[config.mk]
export PLATFORM = sky130hd
export DESIGN_NAME = output_mems
export DESIGN_NICKNAME = d
export VERILOG_FILES = /design/src/rtl/conv_pkg.sv /design/src/rtl/output_fifo.sv /design/src/rtl/output_mems.sv
export SDC_FILE = /design/constraint.sdc
export NUM_CORES = 1
export LEC_CHECK = 0
export ABC_AREA = 1
export BUFFER_PORTS_ARGS = -buffer_cell sky130_fd_sc_hd__buf_2
export CAP_MARGIN = 20
export CORE_MARGIN = 4
export CORE_UTILIZATION = 28
export CTS_CLUSTER_SIZE = 40
export DETAILED_ROUTE_END_ITERATION = 12
export HOLD_SLACK_MARGIN = 0.1
export MAX_ROUTING_LAYER = met4
export SETUP_SLACK_MARGIN = 0.05
export SYNTH_ARGS = -nofsm -noshare
export SYNTH_HDL_FRONTEND = slang
export SYNTH_SLANG_ARGS = --single-unit
[constraint.sdc]
create_clock -name clk -period 14.4 [get_ports clk]
set_clock_uncertainty 0.15 [all_clocks]
set_input_delay 1.44 -clock clk [delete_from_list [all_inputs] [get_ports clk]]
set_output_delay 1.44 -clock clk [all_outputs]
set_load 0.01 [all_outputs]
[src/rtl/conv_pkg.sv]
// Shared types and sizing helpers for the convolution output path.
package conv_pkg;

  typedef enum logic [1:0] {
    IDLE,
    ACTIVE,
    DRAIN
  } state_t;

  function automatic int unsigned k_bits(input int unsigned maxk);
    return $clog2(maxk + 1);
  endfunction

  function automatic int unsigned cnt_bits(input int unsigned r, input int unsigned c);
    return $clog2(r * c + 1);
  endfunction

  // Number of valid output positions for a KxK window over an RxC matrix.
  function automatic int unsigned out_total(input int unsigned r, input int unsigned c,
                                            input int unsigned k);
    return (r - k + 1) * (c - k + 1);
  endfunction

endpackage

[src/rtl/output_fifo.sv]
// Result-word FIFO: uncleared storage, reset pointers, occupancy count for full/empty.
module output_fifo #(
  parameter int unsigned OUTW  = 56,
  parameter int unsigned DEPTH = 8
) (
  input  logic            clk,
  input  logic            reset,
  input  logic            wr_en,
  input  logic [OUTW-1:0] wr_data,
  input  logic            rd_en,
  output logic [OUTW-1:0] rd_data,
  output logic            full,
  output logic            empty
);

  localparam int unsigned PTR_BITS = $clog2(DEPTH);

  logic [OUTW-1:0]   mem [DEPTH];
  logic [PTR_BITS-1:0] wr_ptr;
  logic [PTR_BITS-1:0] rd_ptr;
  logic [PTR_BITS:0]   count;
  logic                do_wr;
  logic                do_rd;

  assign full  = (count == (PTR_BITS + 1)'(DEPTH));
  assign empty = (count == '0);
  assign do_wr = wr_en && !full;
  assign do_rd = rd_en && !empty;

  // Head is forced to zero when empty so the stream data is quiet after reset.
  assign rd_data = empty ? '0 : mem[rd_ptr];

  always_ff @(posedge clk) begin
    if (do_wr) begin
      mem[wr_ptr] <= wr_data;
    end
  end

  always_ff @(posedge clk or negedge reset) begin
    if (!reset) begin
      wr_ptr <= '0;
      rd_ptr <= '0;
      count  <= '0;
    end else begin
      if (do_wr) begin
        wr_ptr <= wr_ptr + PTR_BITS'(1);
      end
      if (do_rd) begin
        rd_ptr <= rd_ptr + PTR_BITS'(1);
      end
      if (do_wr && !do_rd) begin
        count <= count + (PTR_BITS + 1)'(1);
      end else if (do_rd && !do_wr) begin
        count <= count - (PTR_BITS + 1)'(1);
      end
    end
  end

endmodule

[src/rtl/output_mems.sv]
// Output matrix sequencer: counts accepted result words into a FIFO and
// streams them out on AXI-Stream with TLAST on the final word of the matrix.
module output_mems
  import conv_pkg::*;
#(
  parameter int unsigned OUTW  = 56,
  parameter int unsigned R     = 9,
  parameter int unsigned C     = 8,
  parameter int unsigned MAXK  = 4,
  parameter int unsigned DEPTH = 8,
  localparam int unsigned K_BITS   = k_bits(MAXK),
  localparam int unsigned CNT_BITS = cnt_bits(R, C)
) (
  input  logic              clk,
  input  logic              reset,
  input  logic              start,
  input  logic [K_BITS-1:0] K,
  input  logic [OUTW-1:0]   in_data,
  input  logic              in_valid,
  output logic              in_ready,
  output logic [OUTW-1:0]   AXIS_TDATA,
  output logic              AXIS_TVALID,
  input  logic              AXIS_TREADY,
  output logic              AXIS_TLAST,
  output logic              out_done
);

  state_t              state, state_nxt;
  logic [CNT_BITS-1:0] total, total_nxt;
  logic [CNT_BITS-1:0] in_cnt, in_cnt_nxt;
  logic [CNT_BITS-1:0] out_cnt, out_cnt_nxt;
  logic                done_nxt;
  logic                fifo_full;
  logic                fifo_empty;
  logic                push;
  logic                pop;
  logic                k_ok;
  logic [31:0]         k_ext;

  assign k_ext = 32'(K);
  assign k_ok  = (k_ext >= 32'd1) && (k_ext <= MAXK) && (k_ext <= R) && (k_ext <= C);

  assign in_ready    = (state == ACTIVE) && !fifo_full && (in_cnt < total);
  assign AXIS_TVALID = !fifo_empty;
  assign AXIS_TLAST  = AXIS_TVALID && (total != '0) && (out_cnt == total - CNT_BITS'(1));
  assign push        = in_valid && in_ready;
  assign pop         = AXIS_TVALID && AXIS_TREADY;

  output_fifo #(
    .OUTW  (OUTW),
    .DEPTH (DEPTH)
  ) u_fifo (
    .clk     (clk),
    .reset   (reset),
    .wr_en   (push),
    .wr_data (in_data),
    .rd_en   (pop),
    .rd_data (AXIS_TDATA),
    .full    (fifo_full),
    .empty   (fifo_empty)
  );

  always_comb begin
    state_nxt   = state;
    total_nxt   = total;
    in_cnt_nxt  = in_cnt;
    out_cnt_nxt = out_cnt;
    done_nxt    = 1'b0;
    if (push) begin
      in_cnt_nxt = in_cnt + CNT_BITS'(1);
    end
    if (pop) begin
      out_cnt_nxt = out_cnt + CNT_BITS'(1);
    end
    case (state)
      IDLE: begin
        if (start && k_ok) begin
          state_nxt   = ACTIVE;
          total_nxt   = CNT_BITS'(out_total(R, C, k_ext));
          in_cnt_nxt  = '0;
          out_cnt_nxt = '0;
        end
      end
      ACTIVE: begin
        if (push && (in_cnt + CNT_BITS'(1) == total)) begin
          state_nxt = DRAIN;
        end
      end
      DRAIN:   state_nxt = DRAIN;
      default: state_nxt = IDLE;
    endcase
    // The final transfer ends the matrix from any state, overriding ACTIVE->DRAIN.
    if (pop && AXIS_TLAST) begin
      state_nxt   = IDLE;
      in_cnt_nxt  = '0;
      out_cnt_nxt = '0;
      done_nxt    = 1'b1;
    end
  end

  always_ff @(posedge clk or negedge reset) begin
    if (!reset) begin
      state    <= IDLE;
      total    <= '0;
      in_cnt   <= '0;
      out_cnt  <= '0;
      out_done <= 1'b0;
    end else begin
      state    <= state_nxt;
      total    <= total_nxt;
      in_cnt   <= in_cnt_nxt;
      out_cnt  <= out_cnt_nxt;
      out_done <= done_nxt;
    end
  end

endmodule
[Word level (Yosys, flattened, before mapping)]
Memories as Yosys holds them, arrays and structs flattened.
Cells that the tools add are included.
Word-level totals
  bits in latches: 0
  bits of input ports: 64
  logic and storage cells: 77
  memory bits (read-only): 0
  memory bits (writable): 448
  memories: 1
  register bits after elaboration: 34
Operators by class
  $lt $le $gt $ge: 5
  divide/modulo/power cells: 0
  multipliers: 1
  bitwise logic cells: 0
  muxes and demuxes: 18
  equal/unequal tests: 7
  shifts and indexed selects: 0
  reductions and logical operators: 26
  add/subtract/negate cells: 11
Memory list
  u_fifo.mem: depth 8, width 56, read ports 1, clocked after Yosys merged registers in 0, write ports 1, line output_fifo.sv:18  | logic [OUTW-1:0] mem [DEPTH];
Operator list (number)
  56-bit two-way mux: 1
  7-bit two-way mux: 8
  1-bit logical AND: 16
  7-bit by 1-bit adder with 7-bit output (second input constant): 2
  7-bit equality test: 2
  5-bit by 2-bit adder with 6-bit output (second input constant): 2
  4-bit by 3-bit subtractor with 5-bit output (first input constant): 2
  3-bit by 4-bit <= comparator with 1-bit output (second input constant): 2
  4-bit two-way mux: 2
  7-bit < comparator: 1
  6-bit by 6-bit multiplier with 7-bit output: 1
  7-bit nonzero test: 1
  7-bit by 1-bit subtractor with 7-bit output (second input constant): 1
  3-bit by 1-bit adder with 3-bit output (second input constant): 2
  2-bit two-way mux: 3
  2-bit case mux with 3 select lines: 1
  4-bit by 1-bit adder with 4-bit output (second input constant): 1
  4-bit equality test (second input constant): 1
  1-bit zero test: 4
  4-bit zero test: 1
  2-bit AND reduction: 2
  4-bit by 1-bit subtractor with 4-bit output (second input constant): 1
  3-bit by 1-bit >= comparator with 1-bit output (second input constant): 1
  3-bit <= comparator (second input constant): 1
  7 further kinds: 9

[Logic depth before layout (Yosys ltp)]
Gate-level depths: netlist of run 1.
  word-level depth: 10
  mapped depth: 24

[By module]
From an unflattened synthesis of run 1, not the netlist that was laid out.
Second synthesis, totals
  cells, all modules: 2386
  area total of the unflattened synthesis: 22585.4 µm²
By module, submodules not included
  output_fifo: seq. area each 13703.1 µm², instances 1, area each 20130.6 µm², cells an instance 2021
  output_mems: seq. area each 575.6 µm², instances 1, area each 2454.9 µm², cells an instance 365

[Worst setup path before layout of run 1]
No wires, ideal clock.
  kind: input-to-reg
  start point: input in_valid
  end point: memory u_fifo.mem[0][0] (enable)
  stages on the path: 5
  buffers on the path: 0
  path slack: 9.422 ns
  data arrival time: 4.358 ns
  cell sequence: inv_1 nor2_4 inv_2 or2_1 nor2_1
On the way
  longest elaborated chain between the ends: 4
RTL lines
  from (decl): line output_mems.sv:19  | input logic in_valid,
  1-bit logical AND: line output_mems.sv:46  | assign push = in_valid && in_ready;
  1-bit logical AND: line output_fifo.sv:27  | assign do_wr = wr_en && !full;
  1-bit two-way mux: line output_fifo.sv:34  | if (do_wr) begin
  1-bit two-way mux (implied by the code): line output_fifo.sv:35  | mem[wr_ptr] <= wr_data;
  to (decl): line output_fifo.sv:18
No other way between the ends.

[Worst setup path in the final report of run 1]
  start point: register u_fifo.rd_ptr[0]
  end point: output AXIS_TDATA[1]
On the way
  longest elaborated chain between the ends: 2
RTL lines
  from (decl): line output_fifo.sv:20  | logic [PTR_BITS-1:0] rd_ptr;
  from (signal assigned): line output_fifo.sv:49  | rd_ptr <= rd_ptr + PTR_BITS'(1);
  memory 8 x 56 bit
  56-bit two-way mux: line output_fifo.sv:31  | assign rd_data = empty ? '0 : mem[rd_ptr];
  to (decl): line output_mems.sv:21  | output logic [OUTW-1:0] AXIS_TDATA,
No other way between the ends.

==> summary.txt, run 1 <==
Critical path
  • CP Launch Type: flop
  • Slowest stage delay, CP: roughly 0.94 ns
  • Cells along the critical path: buf_4 -> buf_4 -> o21ai_0 -> o22ai_1 -> o21ai_0 -> a31oi_1 -> buf_2
  • CP max-delay cell: buf_4
  • Crit end category: output port
  • Crit path required time: ~13 ns
  • WS Path Type: reg -> out
  • Crit-path max FO: just under 100
  • Worst endpoint data arrival time: 4.25 ns

GRT
  • First-pass GRT wire length: about 78 mm
  • GRT Util Overall: 0.1318
  • Initial antenna violation count: 11
  • Largest net degree at the start of global routing: between 100 and 150
  • Total gr overflow: 0
  • Number of global-route vias before repair: roughly 13k

STA
  • # setup viols final: 0
  • Fin crit period: just under 6 ns
  • Max frequency: between 150 and 200 MHz
  • Hold violation count in the final report: 0
  • Worst-margin pin slew: 1.062 ns
  • Final Max Tran Viols: 0
  • Period utilization: 0.4056
  • Relative slew slack: 0.2921
  • Fin Setup TNS: 0 ns
  • RSZ-0062 raised after global routing: false
  • PnR worst setup slack: 8.560 ns

Cells and area
  • Filler cells: 7116
  • Layout Cells excl Fill: between 2k and 3k
  • Final core utilization: 0.3293
  • Final Instance Area: roughly 24000 um^2
  • Layout area overhead: 16.36%
  • Post-layout net count: 1898
  • Layout cells sized above 1: 0.1418

Status
  • Status: complete, no violations

Clocking
  • Post-CTS Resized: 0
  • CTS clk-pin slew, worst paths: ~0.060 ns
  • Clock Tree Buf Depth: 3
  • CTS H-Tree Depth: 2
  • CTS Buf Count: 50
  • CTS Hold Bufs: 0
  • CTS tree: built
  • Post-CTS setup buffer count: 0
  • Clk sink count: about 480
  • Worst skew pair latency: 0.58 ns
  • Root Buffer: clkbuf_16

Floorplan
  • Die height: ~280 um
  • Initial core utilization: 0.2830
  • Cell Rows: between 90 and 100
  • Die area: between 70000 and 80000 um^2
  • Core Area: 71730 um^2
  • Die width: approximately 280 um
  • I/O pin count: 124

Detailed routing
  • Total number of vias: ~13k
  • M1 wire length: approximately 22 mm
  • Antenna violation net count after detailed routing: 0
  • Wire length per cell: around 18 um
  • First DRT Iteration DRCs: between 800 and 900
  • Met2 wire length: about 25 mm
  • Routed wl met3: ~2.5 mm
  • Via density: roughly 4.7
  • Max layer used: met4
  • Routed WL: slightly above 50 mm
  • DRT Pass-1 Iters: 5
  • Drc violations: 0

Synth
  • Syn Std Cell Area: between 20000 and 25000 um^2
  • Synth Area per Inst: roughly 12 um^2
  • Most used DFF post-synth: edfxtp_1
  • Net Count, Synth: about 1.8k
  • Seq cells post-synth: 481
  • Share of the synthesized area in the top cell type: 0.6627
  • EDFF count, synth: around 450
  • Post-synthesis async set-or-reset flop share: 0.06861
  • Sequential fraction of the synthesis area: 0.7034
  • Biggest area consumer among synthesized cells: edfxtp_1
  • Largest cells by area after synthesis: edfxtp_1 (66%), nor2_1 (7.1%), o21ai_0 (7.0%)
  • Synth top cells by count: edfxtp_1 (448), nor2_1 (386), o21ai_0 (282)
  • Syn Inst Count: between 1.5k and 2k
  • Ys Warns: 0
  • Count leader, synth: edfxtp_1
  • Library cells used by synthesis: 37

Min path
  • Min-Delay Path Class: reg -> reg

Placement
  • RePlAce Congestion: 0.8011
  • DP Area: ~22000 um^2
  • Post-Place Setup Slack: between 9 and 10 ns
  • I/O Buffers: ~120
  • Detail Placement HPWL: between 20 and 30 mm
  • Cells after DPL: between 2k and 3k

Pwr
  • PwrDens: around 190 nW/um^2
  • Peak supply drop: 0.1004 mV
  • Static Leak: between 8 and 9 nW

Run
  • Max capacitance violation total: 0
[final timing paths]
check                                    endpoint  cells past startpoint  slack [ns]        startpoint
worst max-delay path                AXIS_TDATA[1]                      7        8.56  u_fifo.rd_ptr[0]
worst min-delay path              u_fifo.count[3]                      1        0.34   u_fifo.count[3]
worst max register to register  u_fifo.mem[4][44]                     11       10.20          total[2]
worst min register to register    u_fifo.count[3]                      1        0.34   u_fifo.count[3]
max in group asynchronous        u_fifo.rd_ptr[1]                      1       12.70             reset
min in group asynchronous               in_cnt[4]                      1        0.80             reset
[flip-flops by register name (all words and copies together) (netlist names)]
name           flops
u_fifo.mem       448
in_cnt             7
u_fifo.rd_ptr      3
u_fifo.count       4
state              2
total              6
out_cnt            7
out_done           1
u_fifo.wr_ptr      3
[critical path: cells and delay by family, from the launching register on]
family,cells,cell delay [ns]
flops,1,0.67
buf+inv,3,2.03
compound gates,4,0.90
[layer usage]
layer / vias to the layer above / track usage
li1: 6280 / -
met1: 6499 / 0.1630
met2: 287 / 0.2228
met3: 66 / 0.02533
met4: 0 / 0.03475
met5: - / -
[where the power goes]
part / switching [W] / leakage [nW] / total (W) / internal, W
Clock: 0.000534 / 0.807 / 0.00131 / 0.000777
Combinational: 0.00106 / 3.00 / 0.00156 / 0.000505
Sequential: 0.0000928 / 4.44 / 0.00170 / 0.00161
Total: 0.00169 / 8.25 / 0.00458 / 0.00289
[final cells by class]
cell class                      count  area (um^2)  area share
Timing Repair Buffer              140        788.3     0.03337
Clock inverter                     34        370.4     0.01568
Multi-Input combinational cell   1042         5351      0.2265
Tap cell                          950         1189     0.05032
Inverter                           77        301.5     0.01277
Antenna cell                       10        25.02    0.001059
Clock buffer                       60         1310     0.05546
Sequential cell                   481        14290      0.6048
[layout by cell type (no fill, tap or decap), types with 4 or more instances in the layout]
cell type / netlist / routed
bufinv_16: 0 / 7
xor2_1: 9 / 9
inv_2: 10 / 9
nand4_1: 5 / 5
xnor2_1: 7 / 7
clkinvlp_4: 0 / 4
a211oi_1: 6 / 6
o21ai_0: 282 / 282
clkbuf_1: 56 / 9
o22ai_1: 56 / 56
a21oi_1: 7 / 7
nor2_4: 2 / 10
diode_2: 0 / 10
nor2_1: 386 / 378
ha_1: 36 / 36
clkinv_2: 0 / 9
nand3_2: 6 / 6
nand3_1: 31 / 31
o21ai_1: 12 / 12
clkinv_1: 0 / 12
fa_1: 6 / 6
nand2_1: 110 / 110
a31oi_1: 57 / 57
clkbuf_16: 0 / 51
inv_1: 64 / 63
edfxtp_1: 448 / 448
buf_4: 4 / 14
buf_2: 26 / 123
dfrtp_1: 33 / 31
nand2_2: 6 / 5
a21o_1: 5 / 5
[cells by family (layout without fill, tap and decap cells)]
| group | count (synthesis) | count (layout) | synth area share |
|---|---|---|---|
| DFF | 481 | 481 | 0.7034 |
| AOI/OAI and AO/OA | 426 | 426 | 0.1137 |
| other | 1 | 11 | 0.0001847 |
| buffers and inverters | 171 | 311 | 0.03618 |
| and+or+nand+nor | 557 | 557 | 0.1115 |
| adders and majority gates | 42 | 42 | 0.02811 |
| xor gates and xnor gates | 16 | 16 | 0.006904 |
[stage by stage]
step | hold slack, ns | power, W
floorplan | 0.2919 | 0.002761
global placement | 0.3061 | 0.003291
detailed placement | 0.3306 | 0.003328
CTS | 0.3425 | 0.004647
global route | 0.3757 | 0.004893
finish | 0.3384 | 0.004575
(Power assumes the default switching activity.)
==> inputs of run 2 (changes only) <==
==> constraint.sdc (replaced) <==
create_clock -name clk -period 4.9 [get_ports clk]
set_clock_uncertainty 0.15 [all_clocks]
set_input_delay 0.49 -clock clk [delete_from_list [all_inputs] [get_ports clk]]
set_output_delay 0.49 -clock clk [all_outputs]
set_load 0.01 [all_outputs]
==> summary.txt, run 2 (synthesis results as in run 1) <==
Detailed routing
  • DRT Pass-1 Iters: 5
  • Antenna violation net count after detailed routing: 0
  • First DRT Iteration DRCs: between 900 and 1k
  • Wire length per cell: roughly 18 um
  • Routed WL: approximately 50 mm
  • Via density: 4.664
  • Drc violations: 0
  • Total number of vias: ~13k

STA
  • Fin crit period: 3.970 ns
  • Fin Setup TNS: 0 ns
  • Final Max Tran Viols: 0
  • Hold violation count in the final report: 0
  • Max frequency: about 250 MHz
  • Period utilization: 0.8102
  • # setup viols final: 0
  • Relative slew slack: 0.1108
  • Worst-margin pin slew: 1.334 ns
  • RSZ-0062 raised after global routing: false

Clocking
  • CTS clk-pin slew, worst paths: about 0.06 ns
  • Worst skew pair latency: 0.59 ns
  • Root Buffer: clkbuf_16
  • Post-CTS Resized: 0
  • Clock Tree Buf Depth: 3
  • CTS tree: built
  • CTS Buf Count: 50
  • CTS H-Tree Depth: 2
  • Post-CTS setup buffer count: 0
  • Clk sink count: around 480

Placement
  • I/O Buffers: between 100 and 150
  • RePlAce Congestion: 0.8239
  • Cells after DPL: 2695
  • Detail Placement HPWL: 27.46 mm

Min path
  • Min-Delay Path Class: in -> reg
  • WHS Path Cells: 5

Status
  • Status: complete, no violations

GRT
  • First-pass GRT wire length: 77.57 mm
  • Number of global-route vias before repair: 13.31k
  • Largest net degree at the start of global routing: 226
  • GRT Util Overall: 0.1301
  • Initial antenna violation count: 4
  • Total gr overflow: 0

Cells and area
  • Layout Cells excl Fill: around 2.9k
  • Final core utilization: 0.3386
  • Most frequent cells in the layout: edfxtp_1 (448), nor2_1 (378), o21ai_0 (282)
  • Filler cells: around 7.0k
  • Layout area overhead: 19.65%
  • Max reg flops: 448
  • Post-layout net count: slightly below 2k
  • Biggest register: u_fifo.mem
  • Top Registers: u_fifo.mem (448), in_cnt (7), out_cnt (7)
  • Most common cell after layout, fill and taps aside: edfxtp_1
  • Layout cells sized above 1: 0.1414

Critical path
  • Worst endpoint data arrival time: approximately 3.3 ns
  • WS Path Type: reg -> out
  • Crit end category: output port
  • R2r worst-path depth: 10
  • CP Launch Type: flop
  • Crit path required time: about 4.3 ns
  • Crit-path max FO: between 200 and 250

Pwr
  • PwrDens: about 560 nW/um^2
  • Net Sw Frac: 0.3707
  • Switch Pwr: ~0.0050 W
  • Total power: 0.01358 W
  • Power share of the combinational group: 0.358
  • Sequential share of power: 0.360
  • Cell internal pwr: approximately 0.0085 W
  • Static Leak: around 8.5 nW
  • Peak supply drop: 0.5235 mV
  • Clock share of power: 0.282

Floorplan
  • Core Area: between 70000 and 80000 um^2
  • Initial core utilization: 0.2830
  • I/O pin count: about 120
  • Die width: about 280 um
  • Die area: between 70000 and 80000 um^2
  • Die height: about 280 um
  • Cell Rows: 98

Run
  • Max capacitance violation total: 0
==> run 2: cell types whose count changed in the layout (fill, tap and decap cells not counted), moves of 2 or more <==
cell and change:
clkinv_2 +3, clkinv_1 -9, buf_4 -2, inv_16 +2, buf_12 +8, diode_2 -5
clkbuf_1 +5, dlygate4sd3_1 +58
==> run 2: path summary, 6_finish.rpt <==
kind                            slack (ns)        startpoint           endpoint
worst max register to register        1.34          total[6]  u_fifo.mem[4][14]
worst max-delay path                  0.93  u_fifo.rd_ptr[0]     AXIS_TDATA[53]
min in group asynchronous             0.40             reset          in_cnt[5]
worst min-delay path                  0.16             start           state[0]
worst min register to register        0.34          state[1]           state[1]
max in group asynchronous             3.61             reset   u_fifo.rd_ptr[0]
==> run 2: routing by layer <==
layer / global-route usage / routed length (um)
met1: 0.1673 / 22360
met3: 0.02213 / 2307
met2: 0.2130 / 24300
met4: 0.03749 / 1059
met5: - / 0
==> run 2: power by group through the flow <==
stage	sequential, W	clock, W	combinational [W]
3_3_place_gp	0.00496	0	0.00482
3_5_place_dp	0.00497	0	0.00491
5_1_grt	0.00491	0.00411	0.00549
6_report	0.00489	0.00383	0.00486
4_1_cts	0.00489	0.00393	0.00498
2_1_floorplan	0.00492	0	0.00319
==> run 2: area by class of cell <==
cell class              instances  area [um^2]  area share
repair buffers                203         1486     0.06120
multi-input cells            1042         5351      0.2203
well taps                     950         1189     0.04894
inverters                      77        301.5     0.01241
flip-flops and latches        481        14290      0.5882
diodes                          5        12.51   0.0005151
clock buffers                  65         1318     0.05424
clock inverters                28        344.1     0.01417
==> run 2: stage by stage <==
stage | area [um^2] | setup slack (ns) | hold slack (ns)
global route | 24290 | 0.8210 | 0.1863
CTS | 24280 | 1.058 | 0.1175
global placement | 22030 | 0.7646 | 0.3069
finish | 24290 | 0.9301 | 0.1624
detailed placement | 22030 | 0.6495 | 0.3340
floorplan | 20300 | 0.2758 | 0.04441
==> run 2: worst max-delay path, cell delays in order, from the launching register on <==
cell	delay, ns
dfrtp_4	0.45
buf_12	0.52
o21ai_0	0.22
o22ai_1	0.19
o21ai_0	0.09
a31oi_1	0.56
buf_2	0.26
==> run 2: what timing repair did <==
action                                  4_1_cts  5_1_grt
hold buffers                                 58        0
endpoints found under the setup margin        0        0
endpoints found under the hold margin       482        0
